File: src/rtl/pipe_pkg.sv
// Shared pipeline definitions for the ID/EX and EX/MEM stage registers.
// Control word layout is {RegWrite, MemtoReg, MemRead, MemWrite, ALUSrc, RegDst, ALUOp[1:0]}.
package pipe_pkg;

    localparam int CTRL_W = 8;

    localparam int CTRL_REGWRITE = 7;
    localparam int CTRL_MEMTOREG = 6;
    localparam int CTRL_MEMREAD  = 5;
    localparam int CTRL_MEMWRITE = 4;
    localparam int CTRL_ALUSRC   = 3;
    localparam int CTRL_REGDST   = 2;
    localparam int CTRL_ALUOP_HI = 1;
    localparam int CTRL_ALUOP_LO = 0;

    localparam logic [CTRL_W-1:0] CTRL_BUBBLE = '0;

endpackage

File: src/rtl/idex_pipe_reg_if.sv
// ID-side inputs and EX-side registered outputs of the ID/EX stage.
// The ID stage drives as master; the stage register consumes as slave.
interface idex_pipe_reg_if
    import pipe_pkg::*;
#(
    parameter int DATA_W = 32,
    parameter int REG_AW = 5
);
    logic              valid_i;
    logic [CTRL_W-1:0] ctrl_i;
    logic [DATA_W-1:0] pc4_i;
    logic [DATA_W-1:0] rs_data_i;
    logic [DATA_W-1:0] rt_data_i;
    logic [DATA_W-1:0] imm_i;
    logic [REG_AW-1:0] rs_addr_i;
    logic [REG_AW-1:0] rt_addr_i;
    logic [REG_AW-1:0] rd_addr_i;

    logic              valid_o;
    logic [CTRL_W-1:0] ctrl_o;
    logic [DATA_W-1:0] pc4_o;
    logic [DATA_W-1:0] rs_data_o;
    logic [DATA_W-1:0] rt_data_o;
    logic [DATA_W-1:0] imm_o;
    logic [REG_AW-1:0] rs_addr_o;
    logic [REG_AW-1:0] rt_addr_o;
    logic [REG_AW-1:0] rd_addr_o;
    logic              memread_o;

    modport master (
        output valid_i, ctrl_i, pc4_i, rs_data_i, rt_data_i, imm_i,
        output rs_addr_i, rt_addr_i, rd_addr_i,
        input  valid_o, ctrl_o, pc4_o, rs_data_o, rt_data_o, imm_o,
        input  rs_addr_o, rt_addr_o, rd_addr_o, memread_o
    );

    modport slave (
        input  valid_i, ctrl_i, pc4_i, rs_data_i, rt_data_i, imm_i,
        input  rs_addr_i, rt_addr_i, rd_addr_i,
        output valid_o, ctrl_o, pc4_o, rs_data_o, rt_data_o, imm_o,
        output rs_addr_o, rt_addr_o, rd_addr_o, memread_o
    );

endinterface

File: src/rtl/sat_counter.sv
// Saturating event counter with synchronous reset and clear.
module sat_counter #(
    parameter int W = 16
) (
    input  logic         clk_i,
    input  logic         rst_i,
    input  logic         clr_i,
    input  logic         inc_i,
    output logic [W-1:0] cnt_o
);

    localparam logic [W-1:0] MAX = {W{1'b1}};

    always_ff @(posedge clk_i) begin
        if (rst_i) begin
            cnt_o <= '0;
        end else if (clr_i) begin
            cnt_o <= '0;
        end else if (inc_i && (cnt_o != MAX)) begin
            cnt_o <= cnt_o + 1'b1;
        end
    end

endmodule

File: src/rtl/idex_pipe_reg.sv
// ID/EX pipeline register with bubble insertion, hold, and
// saturating stall/flush event counters.
module idex_pipe_reg
    import pipe_pkg::*;
#(
    parameter int DATA_W = 32,
    parameter int REG_AW = 5,
    parameter int CNT_W  = 16
) (
    input  logic             clk_i,
    input  logic             rst_i,
    input  logic             stall_i,
    input  logic             flush_i,
    input  logic             hold_i,
    input  logic             clr_cnt_i,
    idex_pipe_reg_if.slave   bus,
    output logic [CNT_W-1:0] stall_cnt_o,
    output logic [CNT_W-1:0] flush_cnt_o
);

    logic bubble;
    logic load;
    logic stall_ev;

    // Flush outranks hold; a stall only bubbles when the stage is not held.
    assign stall_ev = stall_i & ~flush_i & ~hold_i;
    assign bubble   = flush_i | stall_ev;
    assign load     = ~flush_i & ~hold_i & ~stall_i;

    always_ff @(posedge clk_i) begin
        if (rst_i) begin
            bus.valid_o   <= 1'b0;
            bus.ctrl_o    <= CTRL_BUBBLE;
            bus.pc4_o     <= '0;
            bus.rs_data_o <= '0;
            bus.rt_data_o <= '0;
            bus.imm_o     <= '0;
            bus.rs_addr_o <= '0;
            bus.rt_addr_o <= '0;
            bus.rd_addr_o <= '0;
        end else if (bubble) begin
            bus.valid_o <= 1'b0;
            bus.ctrl_o  <= CTRL_BUBBLE;
        end else if (load) begin
            bus.valid_o   <= bus.valid_i;
            bus.ctrl_o    <= bus.valid_i ? bus.ctrl_i : CTRL_BUBBLE;
            bus.pc4_o     <= bus.pc4_i;
            bus.rs_data_o <= bus.rs_data_i;
            bus.rt_data_o <= bus.rt_data_i;
            bus.imm_o     <= bus.imm_i;
            bus.rs_addr_o <= bus.rs_addr_i;
            bus.rt_addr_o <= bus.rt_addr_i;
            bus.rd_addr_o <= bus.rd_addr_i;
        end
    end

    assign bus.memread_o = bus.ctrl_o[CTRL_MEMREAD];

    sat_counter #(.W(CNT_W)) u_stall_cnt (
        .clk_i (clk_i),
        .rst_i (rst_i),
        .clr_i (clr_cnt_i),
        .inc_i (stall_ev),
        .cnt_o (stall_cnt_o)
    );

    sat_counter #(.W(CNT_W)) u_flush_cnt (
        .clk_i (clk_i),
        .rst_i (rst_i),
        .clr_i (clr_cnt_i),
        .inc_i (flush_i),
        .cnt_o (flush_cnt_o)
    );

endmodule
File: src/flat_wrapper.sv
// flat-port wrapper written by rule: the top's interface ports become plain ports
module idex_pipe_reg_flat import pipe_pkg::*;
#(
    parameter int DATA_W = 32,
    parameter int REG_AW = 5,
    parameter int CNT_W  = 16
)
  (clk_i, rst_i, stall_i, flush_i, hold_i, clr_cnt_i, stall_cnt_o, flush_cnt_o, bus_valid_i, bus_ctrl_i, bus_pc4_i, bus_rs_data_i, bus_rt_data_i, bus_imm_i, bus_rs_addr_i, bus_rt_addr_i, bus_rd_addr_i, bus_valid_o, bus_ctrl_o, bus_pc4_o, bus_rs_data_o, bus_rt_data_o, bus_imm_o, bus_rs_addr_o, bus_rt_addr_o, bus_rd_addr_o, bus_memread_o);
  idex_pipe_reg_if #(.DATA_W(DATA_W), .REG_AW(REG_AW)) bus_i ();
  input  logic clk_i;
  input  logic rst_i;
  input  logic stall_i;
  input  logic flush_i;
  input  logic hold_i;
  input  logic clr_cnt_i;
  output logic [CNT_W-1:0] stall_cnt_o;
  output logic [CNT_W-1:0] flush_cnt_o;
  input wire logic [$bits(bus_i.valid_i)-1:0] bus_valid_i;
  input wire logic [$bits(bus_i.ctrl_i)-1:0] bus_ctrl_i;
  input wire logic [$bits(bus_i.pc4_i)-1:0] bus_pc4_i;
  input wire logic [$bits(bus_i.rs_data_i)-1:0] bus_rs_data_i;
  input wire logic [$bits(bus_i.rt_data_i)-1:0] bus_rt_data_i;
  input wire logic [$bits(bus_i.imm_i)-1:0] bus_imm_i;
  input wire logic [$bits(bus_i.rs_addr_i)-1:0] bus_rs_addr_i;
  input wire logic [$bits(bus_i.rt_addr_i)-1:0] bus_rt_addr_i;
  input wire logic [$bits(bus_i.rd_addr_i)-1:0] bus_rd_addr_i;
  output wire logic [$bits(bus_i.valid_o)-1:0] bus_valid_o;
  output wire logic [$bits(bus_i.ctrl_o)-1:0] bus_ctrl_o;
  output wire logic [$bits(bus_i.pc4_o)-1:0] bus_pc4_o;
  output wire logic [$bits(bus_i.rs_data_o)-1:0] bus_rs_data_o;
  output wire logic [$bits(bus_i.rt_data_o)-1:0] bus_rt_data_o;
  output wire logic [$bits(bus_i.imm_o)-1:0] bus_imm_o;
  output wire logic [$bits(bus_i.rs_addr_o)-1:0] bus_rs_addr_o;
  output wire logic [$bits(bus_i.rt_addr_o)-1:0] bus_rt_addr_o;
  output wire logic [$bits(bus_i.rd_addr_o)-1:0] bus_rd_addr_o;
  output wire logic [$bits(bus_i.memread_o)-1:0] bus_memread_o;
  assign bus_i.valid_i = bus_valid_i;
  assign bus_i.ctrl_i = bus_ctrl_i;
  assign bus_i.pc4_i = bus_pc4_i;
  assign bus_i.rs_data_i = bus_rs_data_i;
  assign bus_i.rt_data_i = bus_rt_data_i;
  assign bus_i.imm_i = bus_imm_i;
  assign bus_i.rs_addr_i = bus_rs_addr_i;
  assign bus_i.rt_addr_i = bus_rt_addr_i;
  assign bus_i.rd_addr_i = bus_rd_addr_i;
  assign bus_valid_o = bus_i.valid_o;
  assign bus_ctrl_o = bus_i.ctrl_o;
  assign bus_pc4_o = bus_i.pc4_o;
  assign bus_rs_data_o = bus_i.rs_data_o;
  assign bus_rt_data_o = bus_i.rt_data_o;
  assign bus_imm_o = bus_i.imm_o;
  assign bus_rs_addr_o = bus_i.rs_addr_o;
  assign bus_rt_addr_o = bus_i.rt_addr_o;
  assign bus_rd_addr_o = bus_i.rd_addr_o;
  assign bus_memread_o = bus_i.memread_o;
  idex_pipe_reg #(.DATA_W(DATA_W), .REG_AW(REG_AW), .CNT_W(CNT_W)) u_core (.clk_i(clk_i), .rst_i(rst_i), .stall_i(stall_i), .flush_i(flush_i), .hold_i(hold_i), .clr_cnt_i(clr_cnt_i), .bus(bus_i), .stall_cnt_o(stall_cnt_o), .flush_cnt_o(flush_cnt_o));
endmodule
File: config.mk
export PLATFORM = sky130hd
export DESIGN_NAME = idex_pipe_reg_flat
export DESIGN_NICKNAME = d
export VERILOG_FILES = /design/src/rtl/pipe_pkg.sv /design/src/rtl/idex_pipe_reg_if.sv /design/src/rtl/sat_counter.sv /design/src/rtl/idex_pipe_reg.sv /design/src/flat_wrapper.sv
export SDC_FILE = /design/constraint.sdc
export NUM_CORES = 1
export LEC_CHECK = 0
export CORE_MARGIN = 3
export CORE_UTILIZATION = 37
export CTS_CLUSTER_DIAMETER = 150
export CTS_CLUSTER_SIZE = 20
export DETAILED_ROUTE_END_ITERATION = 16
export PLACE_DENSITY = 0.85
export SLEW_MARGIN = 40
export SYNTH_ARGS = -nofsm -noshare
export SYNTH_HDL_FRONTEND = slang
export SYNTH_HIERARCHICAL = 1
export SYNTH_SLANG_ARGS = --single-unit
File: constraint.sdc
create_clock -name clk_i -period 1.4 [get_ports clk_i]
set_input_delay 0.21 -clock clk_i [delete_from_list [all_inputs] [get_ports clk_i]]
set_output_delay 0.21 -clock clk_i [all_outputs]
set_load 0.02 [all_outputs]
==> key figures <==
Outcome
  – Status: complete, but fails checks
  – Failing checks: setup timing

Timing
  – Clk_skew: between 0.01 and 0.015 ns
  – Peak Freq: 0.702 GHz
  – Hold Violations, Final: 0
  – Post-layout minimum cycle time: roughly 1.4 ns
  – Slew headroom: 76.9%
  – Setup Viol. Count Final: 4
  – Actual slew at the worst max-slew pin: about 0.35 ns
  – Tcrit/Tclk final: 102%
  – Setup TNS: -0.0689 ns
  – RSZ-0062 raised after global routing: true
  – Setup WS post-layout: -0.0237 ns
  – Final Max Slew Viols: 0

Critical path
  – Crit Path Class: flop to flop
  – Element type at the critical path start: flop
  – Crit. Startpoint: u_core/u_flush_cnt/cnt_o[1]$_SDFFE_PP0P_
  – Internal reg-to-reg setup slack: -0.02 ns
  – CP endpoint kind: flop
  – FF-to-FF Start: u_core/u_flush_cnt/cnt_o[1]$_SDFFE_PP0P_
  – Reg-to-reg critical path endpoint: u_core/u_flush_cnt/cnt_o[12]$_SDFFE_PP0P_
  – CP required: about 1.7 ns
  – CP arrival: 1.74 ns
  – CP max FO: 6
  – R2r worst-path depth: 5

Logic synthesis
  – Synth area leader: dfxtp_1
  – YS warnings: 6
  – Post-synth top cells: nand2_1 (322), dfxtp_1 (184), a21oi_1 (164)
  – Post-synth EDFFs: 0
  – Mean Syn Cell Area: between 8 and 9 µm²
  – Yosys reg bits: between 150 and 200
  – Xor/xnor cell area share of the yosys netlist: 0%
  – Compound-gate portion of the synthesized area: between 15 and 20%
  – Async SR Flop Fraction: 0%
  – Net Count, Synth: a little over 1000
  – Mapped Area: approximately 0.0071 mm²
  – Synth unique cells: 38
  – Multiplexer area fraction after synthesis: around 1.7%
  – Adder-cell share of the synthesized area: less than 1%
  – Simple-gate share of the synthesized area: 24.7%
  – Largest cells by area after synthesis: dfxtp_1 (52%), nand2_1 (17%), a21oi_1 (12%)
  – Gate Count Post-Synth: approximately 870
  – Main flop type after synthesis: dfxtp_1
  – Most common cell in the netlist: nand2_1
  – Largest family of logic cells by synthesized area: simple AND/OR/NAND/NOR gates
  – Seq/Total Area, Yosys: about half
  – Top cell type's share of synthesized area: 51.8%

Place
  – Placed cell area: 0.0111 mm²
  – Final HPWL DP: 17200 µm
  – Port bufs: between 300 and 400
  – Gpl congestion: 0.872

Min path
  – Min-Delay Path Class: input pin to flop
  – Min-Delay Startpoint: rst_i
  – Hold Crit Depth: 2
  – Hold EP: u_core/bus.rs_addr_o[0]$_SDFFE_PP0P_

Finish
  – FILL cells: 1612
  – Finished Core Util: about 62%
  – Nets: 1398
  – Share of cells above drive strength 1: between 10% and 20%
  – Design area: ~0.012 mm²
  – Area growth, synth to finish: 63.7%

GRT
  – First-pass GRT wire length: 34800 µm
  – Largest net degree at the start of global routing: 77
  – Vias in the first global route: 6977
  – Global route overflow: 0
  – GRT Total Usage: 20.9%
  – Initial antenna violation count: 2

CTS
  – TritonCTS Buffers: 17
  – Clk sinks: approximately 180
  – CTS H-tree lvls: 4
  – CTS Root Cell: clkbuf_16
  – Maximum buffer depth of the clock tree: 2
  – CTS clk-pin slew, worst paths: roughly 0.08 ns
  – CTS tree: done
  – Worst-Skew Late Latency: ~0.43 ns

Power
  – Leak pwr: slightly below 0.005 µW
  – Worst vdd ir: 795 µV
  – Total power: 11400 µW
  – Pwr/cell area: between 900 and 1000 mW/mm²

Floorplanning
  – I/O pin count: 343
  – Core box area: 0.0188 mm²
  – Die span in y: 145 µm
  – Initial Util: 37.9%
  – Die area: 0.0209 mm²
  – Site Rows: 50
  – Die X: 145 µm

Detailed routing
  – Initial DRC Count: 290
  – Routed WL: between 20000 and 25000 µm
  – DR vias: approximately 7400
  – Residual DRC count: 0
  – Antenna Violating Nets Remaining: 0
  – Routed wire length per instance: roughly 16 µm
  – Drt pass-1 iters: 5
  – Post-DR vias/cell: between 4 and 5

Flow run
  – Max cap viols: 0
-- final cells by class --
class / instances / area, µm² / share of cell area (%)
Antenna cell: 2 / 5.00 / 0.0430
Clock buffer: 18 / 439 / 3.77
Clock inverter: 13 / 128 / 1.10
Inverter: 3 / 11.3 / 0.0967
Multi-Input combinational cell: 621 / 3190 / 27.4
Sequential cell: 184 / 3730 / 32.0
Tap cell: 234 / 293 / 2.51
Timing Repair Buffer: 411 / 3850 / 33.1
-- cells by family (layout without fill, tap and decap cells) --
| kind of cell | Yosys count | count (layout) |
|---|---|---|
| DFF | 184 | 184 |
| and+or+nand+nor | 400 | 400 |
| muxes | 12 | 12 |
| AOI/OAI and AO/OA | 207 | 207 |
| other | 0 | 2 |
| buffers and inverters | 64 | 445 |
| adders and majority gates | 2 | 2 |
-- worst max-delay path, stage by stage, from the launching register on --
cell	delay (ns)
dfxtp_4	0.37
ha_4	0.13
and4_4	0.25
and3_4	0.23
a31oi_1	0.08
a311oi_1	0.26
-- cell usage in the layout, fill, tap and decap left out, types with 5 or more instances in the layout --
| cell type | count |
|---|---|
| nand3_1 | 14 |
| dlygate4sd2_1 | 151 |
| buf_2 | 8 |
| dfxtp_2 | 20 |
| nand2_1 | 321 |
| mux2i_1 | 12 |
| buf_12 | 11 |
| a21oi_1 | 163 |
| dfxtp_4 | 5 |
| o21ai_0 | 7 |
| or3_1 | 8 |
| and3_4 | 7 |
| nor2_1 | 5 |
| a31oi_1 | 8 |
| a211oi_2 | 6 |
| clkdlybuf4s15_2 | 10 |
| clkdlybuf4s50_1 | 153 |
| or3_2 | 6 |
| dfxtp_1 | 159 |
| clkdlybuf4s15_1 | 12 |
| buf_4 | 57 |
| nand4_1 | 6 |
| clkbuf_16 | 17 |
| o21ai_1 | 5 |
-- worst max-delay path by stage --
| stage | to | cells after the start |
|---|---|---|
| 2_1_floorplan | u_core/u_flush_cnt/cnt_o[11]$_SDFFE_PP0P_ | 5 |
| 3_3_place_gp | u_core/u_stall_cnt/cnt_o[11]$_SDFFE_PP0P_ | 7 |
| 3_5_place_dp | u_core/u_stall_cnt/cnt_o[9]$_SDFFE_PP0P_ | 7 |
| 4_1_cts | u_core/u_flush_cnt/cnt_o[12]$_SDFFE_PP0P_ | 5 |
| 5_1_grt | u_core/u_flush_cnt/cnt_o[12]$_SDFFE_PP0P_ | 5 |
| 6_report | u_core/u_flush_cnt/cnt_o[12]$_SDFFE_PP0P_ | 5 |
-- sequential cells by signal (all words and copies together), names as in the netlist, 8 cells and up --
| register | flops |
|---|---|
| u_core/bus.imm_o | 32 |
| u_core/u_stall_cnt/cnt_o | 16 |
| u_core/bus.ctrl_o | 8 |
| u_core/bus.rs_data_o | 32 |
| u_core/bus.rt_data_o | 32 |
| u_core/u_flush_cnt/cnt_o | 16 |
| u_core/bus.pc4_o | 32 |
-- power breakdown --
group,switching (µW),internal (µW)
logic,648,708
clock network,2260,2400
registers,65.8,5360
-- stage by stage --
| stage | std cells | hold slack, ns | setup WS (ns) |
|---|---|---|---|
| 3_3_place_gp | 1447 | 0.438 | -0.607 |
| 2_1_floorplan | 869 | 0.346 | 0.00288 |
| 3_5_place_dp | 1447 | 0.441 | -0.671 |
| 5_1_grt | 1485 | 0.0410 | -0.105 |
| 6_report | 1486 | 0.0634 | -0.0237 |
| 4_1_cts | 1480 | 0.0408 | -0.0846 |
-- metal layers --
| layer | vias to the layer above | part of all wire (%) | global-route usage, % |
|---|---|---|---|
| li1 | 3656 | - | - |
| met1 | 3407 | 38 | 22.9 |
| met2 | 311 | 49 | 36.0 |
| met3 | 48 | 10 | 8.97 |
| met4 | 2 | 2.7 | 7.85 |
| met5 | - | 0.029 | 0 |
-- timing repair --
item / 4_1_cts / 5_1_grt
pin swaps: 9 / 11
buffers inserted: 2 / 4
endpoints found under the setup margin: 200 / 55
resized for setup: 254 / 49
hold buffers: 0 / 0
(Power assumes the default switching activity.)
==> edit 1: new RTL, same settings <==
`CNT_W` is set to 16 in 2 places; all go to 12.
--- a/src/rtl/idex_pipe_reg.sv
+++ b/src/rtl/idex_pipe_reg.sv
@@ -7,3 +7,3 @@
     parameter int REG_AW = 5,
-    parameter int CNT_W  = 16
+    parameter int CNT_W  = 12
 ) (
--- a/src/flat_wrapper.sv
+++ b/src/flat_wrapper.sv
@@ -5,3 +5,3 @@
     parameter int REG_AW = 5,
-    parameter int CNT_W  = 16
+    parameter int CNT_W  = 12
 )
Interface: changed (resized flush_cnt_o and stall_cnt_o); port bits go from 343 to 335. The function was not compared with the original's and may differ.
==> edit 1 against the unedited design <==
  * The run still ends with negative setup slack left
  * Cell count is 5.7% lower
  * Final area is 5.0% lower
  * Core utilization is 3.3 points higher
  * Count of clock-buffer cells in the layout stayed put
  * Worst setup slack better by 6.1 ps
  * Wire length is 5.1% lower
  * Sequential power is 4.6% lower
  * Fmax is 0.43% higher
  * Synthesized area is 8.1% lower
  * Total power is 1.1% lower
  * Sequential cell count is 8 lower
==> edit 1: results <==
{
  "drt-initial-drc-count": 329,
  "violations": "negative setup slack",
  "synth_nets": 969,
  "dp_hpwl_um": 16300,
  "first_pass_iters": 4,
  "wl_per_cell_um": 16.1,
  "tns_ps": -31.6,
  "num_antenna_cells": 0,
  "ys_warn_count": 6,
  "max-clock-path-buffers": 2,
  "critPathMaxFanout": 5,
  "synth_top_area_share_pct": 53.9,
  "seq_area_frac_synth_pct": 53.9,
  "grt.total_usage_pct": 22.1,
  "grt_max_degree": 74,
  "cts_made_buffers": 17,
  "skew_ps": 7.70,
  "clockRootBuffer": "clkbuf_16",
  "ys_top_cells_by_area": "dfxtp_1, nand2_1, a21oi_1",
  "worst_slack_ps": -17.6,
  "p_leak_nw": 4.69,
  "grt_pass1_wl_um": 34900,
  "hold_class": "primary input to register",
  "clock_latency_ps": 430,
  "cts.htree.levels": 4,
  "antenna_found_initial": 0,
  "finalSetupViolCount": 2,
  "synth_async_sr_flop_share_pct": 0,
  "synth_ff_type": "dfxtp_1",
  "worst_slew_pin_slew_ps": 360,
  "ir_drop_uv": 785,
  "path_clk_slew_ps": 70,
  "gp_congestion": 0.828,
  "yosys-top-cells-count": "nand2_1, dfxtp_1, a21oi_1, clkbuf_1, nand3_1",
  "portBuffers": 334,
  "placed_cell_area_um2": 10400,
  "drive_gt1_share_pct": 14.0,
  "grt_pass1_vias": 6742,
  "status": "finished, violations left",
  "via_count": 6944,
  "yosysUniqueCellTypes": 36,
  "finalNetCount": 1329,
  "cp.arrival_ps": 1760
}
edit 1: changes by cell type after synthesis, sizes merged, moves of 8 or more:
cell and change:
nand2 -14, mux2i -12, and3 -10, and2 -8
dfxtp -8, nor2 +8, or3 -8
edit 1: timing repair:
item                                    4_1_cts  5_1_grt
endpoints found under the setup margin      200       28
buffers inserted                              1        9
gates resized for setup                     221       37
pin swaps                                     7       17
edit 1: worst max-delay path, stage by stage, from the launching register on:
cell and delay, ps:
dfxtp_4 370, ha_4 190, nand2_8 80, nor4_4 60, or4_1 480, a21oi_1 160
edit 1: layout make-up:
type                            instances  area (um2)
Multi-Input combinational cell        575        2880
Inverter                                5        18.8
Clock inverter                         14         173
Timing Repair Buffer                  394        3700
Sequential cell                       176        3590
Clock buffer                           18         429
Fill cell                            1396        5870
Tap cell                              220         275
edit 1: stage by stage:
stage	instances	worst slack, ps	power (mW)	utilization (%)
2_1_floorplan	809	4.87	5.84	-
3_3_place_gp	1360	-491	6.71	61.4
3_5_place_dp	1360	-570	6.73	61.4
4_1_cts	1393	0.446	11.5	64.2
5_1_grt	1402	-62.9	11.8	65.3
6_report	1402	-17.6	11.3	65.3
edit 1: final timing paths:
check / end / slack [ps] / cells past startpoint / startpoint
max: u_core/u_flush_cnt/cnt_o[5] / -20 / 5 / u_core/u_flush_cnt/cnt_o[1]
min: u_core/u_stall_cnt/cnt_o[11] / 260 / 3 / rst_i
max reg2reg: u_core/u_flush_cnt/cnt_o[5] / -20 / 5 / u_core/u_flush_cnt/cnt_o[1]
min reg2reg: u_core/bus.ctrl_o[1] / 450 / 2 / u_core/bus.ctrl_o[1]
edit 1: kinds of logic after synthesis:
group	synth area share [%]
flip-flops	53.9
XOR/XNOR	0.536
adder cells (fa/ha/maj)	0.382
AO/OA/AOI/OAI	16.4
buffers and inverters	4.78
AND/OR/NAND/NOR	24.1
edit 1: metal layers:
layer,up-vias,global-route usage (%),wire length (um)
met5,-,0,0
met4,0,7.78,636
met3,45,8.10,2080
met2,292,39.7,11400
met1,3191,24.0,8470
li1,3416,-,-
edit 1: power breakdown:
part / internal, mW / leakage, nW / switching [mW] / total (mW)
Clock: 2.69 / 0.281 / 2.13 / 4.83
Sequential: 5.12 / 1.44 / 0.0638 / 5.18
Combinational: 0.686 / 2.97 / 0.628 / 1.31
==> edit 2: new RTL, same flow settings <==
Made on the original files. Put a register stage on the output `flush_cnt_o`, with the module's reset. The value now appears one clock later. The other outputs are not delayed to match.
--- a/src/rtl/idex_pipe_reg.sv
+++ b/src/rtl/idex_pipe_reg.sv
@@ -19,2 +19,4 @@
 );
+
+    logic [CNT_W-1:0] flush_cnt_d;
 
@@ -71,5 +73,13 @@
         .inc_i (flush_i),
-        .cnt_o (flush_cnt_o)
+        .cnt_o (flush_cnt_d)
     );
 
+    always_ff @(posedge clk_i) begin
+        if (rst_i) begin
+            flush_cnt_o <= '0;
+        end else begin
+            flush_cnt_o <= flush_cnt_d;
+        end
+    end
+
 endmodule
Behaviour: not the same (a bounded check fails within 4 cycles, from zero or initial values and one cycle with rst_i high).
==> edit 2 against the unedited design <==
  * Worst setup slack better by 37 ps
  * Sequential cell count up 16
  * Wire length increased by 1.1%
  * Final area rose by 3.6%
  * Critical path depth fell by 1
  * Global-route usage shrank 0.13 points
  * Total power is 4.9% higher
  * Synthesized area increased by 6.0%
==> edit 2: results <==
{
  "multi_input_area_share_pct": 27.1,
  "wl_met1_um": 9590,
  "use_met3_pct": 6.50,
  "grt.total_usage_pct": 20.8,
  "crit_end": "u_core/u_stall_cnt/cnt_o[9]",
  "placedCellCount": 1514,
  "use_met2_pct": 36.4,
  "met1_usage_pct": 24.2,
  "seq_area_frac_synth_pct": 53.1,
  "signal_buffers": 412,
  "drt-total-wl_um": 24100,
  "wl_per_cell_um": 15.5,
  "ys_top_cells_by_area": "dfxtp_1, nand2_1, a21oi_1",
  "r2r_setup_slack_ps": 10,
  "yosys-top-cells-count": "nand2_1, dfxtp_1, a21oi_1, clkbuf_1, nand3_1",
  "yosysUniqueCellTypes": 39,
  "wl_met3_um": 1970,
  "critPathMaxFanout": 11,
  "grt_pass1_wl_um": 37400,
  "antenna_found_initial": 0,
  "status": "finished, final reports clean",
  "syn_avg_cell_area_um2": 8.35,
  "r2r_cells": 4,
  "top_layer_used": "met4",
  "slew_headroom_pct": 73.9,
  "n_sequential_cell": 200
}
## edit 2: per-stage QoR
stage	cell area, um2	setup WS (ps)	utilization [%]	hold slack (ps)
after CTS	12000	-1.37	61.1	107
after global placement	11600	-568	58.7	439
after floorplan	7580	2.88	-	346
after global routing	12100	-41.2	61.2	133
after detailed placement	11600	-633	58.7	445
final	12100	13.0	61.2	126
## edit 2: power breakdown
part / internal [mW] / total, mW / switching [mW]
clock network: 2.41 / 4.78 / 2.36
registers: 5.82 / 5.88 / 0.0631
logic: 0.706 / 1.36 / 0.650
## edit 2: kinds of logic (layout without fill, tap and decap cells)
logic type,count (synthesis),in the layout,share of synthesized area [%]
compound gates,207,207,15.2
fa+ha+maj,2,2,0.332
buf+inv,66,447,5.18
mux,12,12,1.59
simple gates,416,417,24.7
flops,200,200,53.1
## edit 2: repair_timing
action,CTS,global route
endpoints found under the hold margin,0,0
gates cloned,1,0
setup endpoints to repair,213,37
buffers inserted,3,0
pin swaps,4,5
resized for setup,232,33
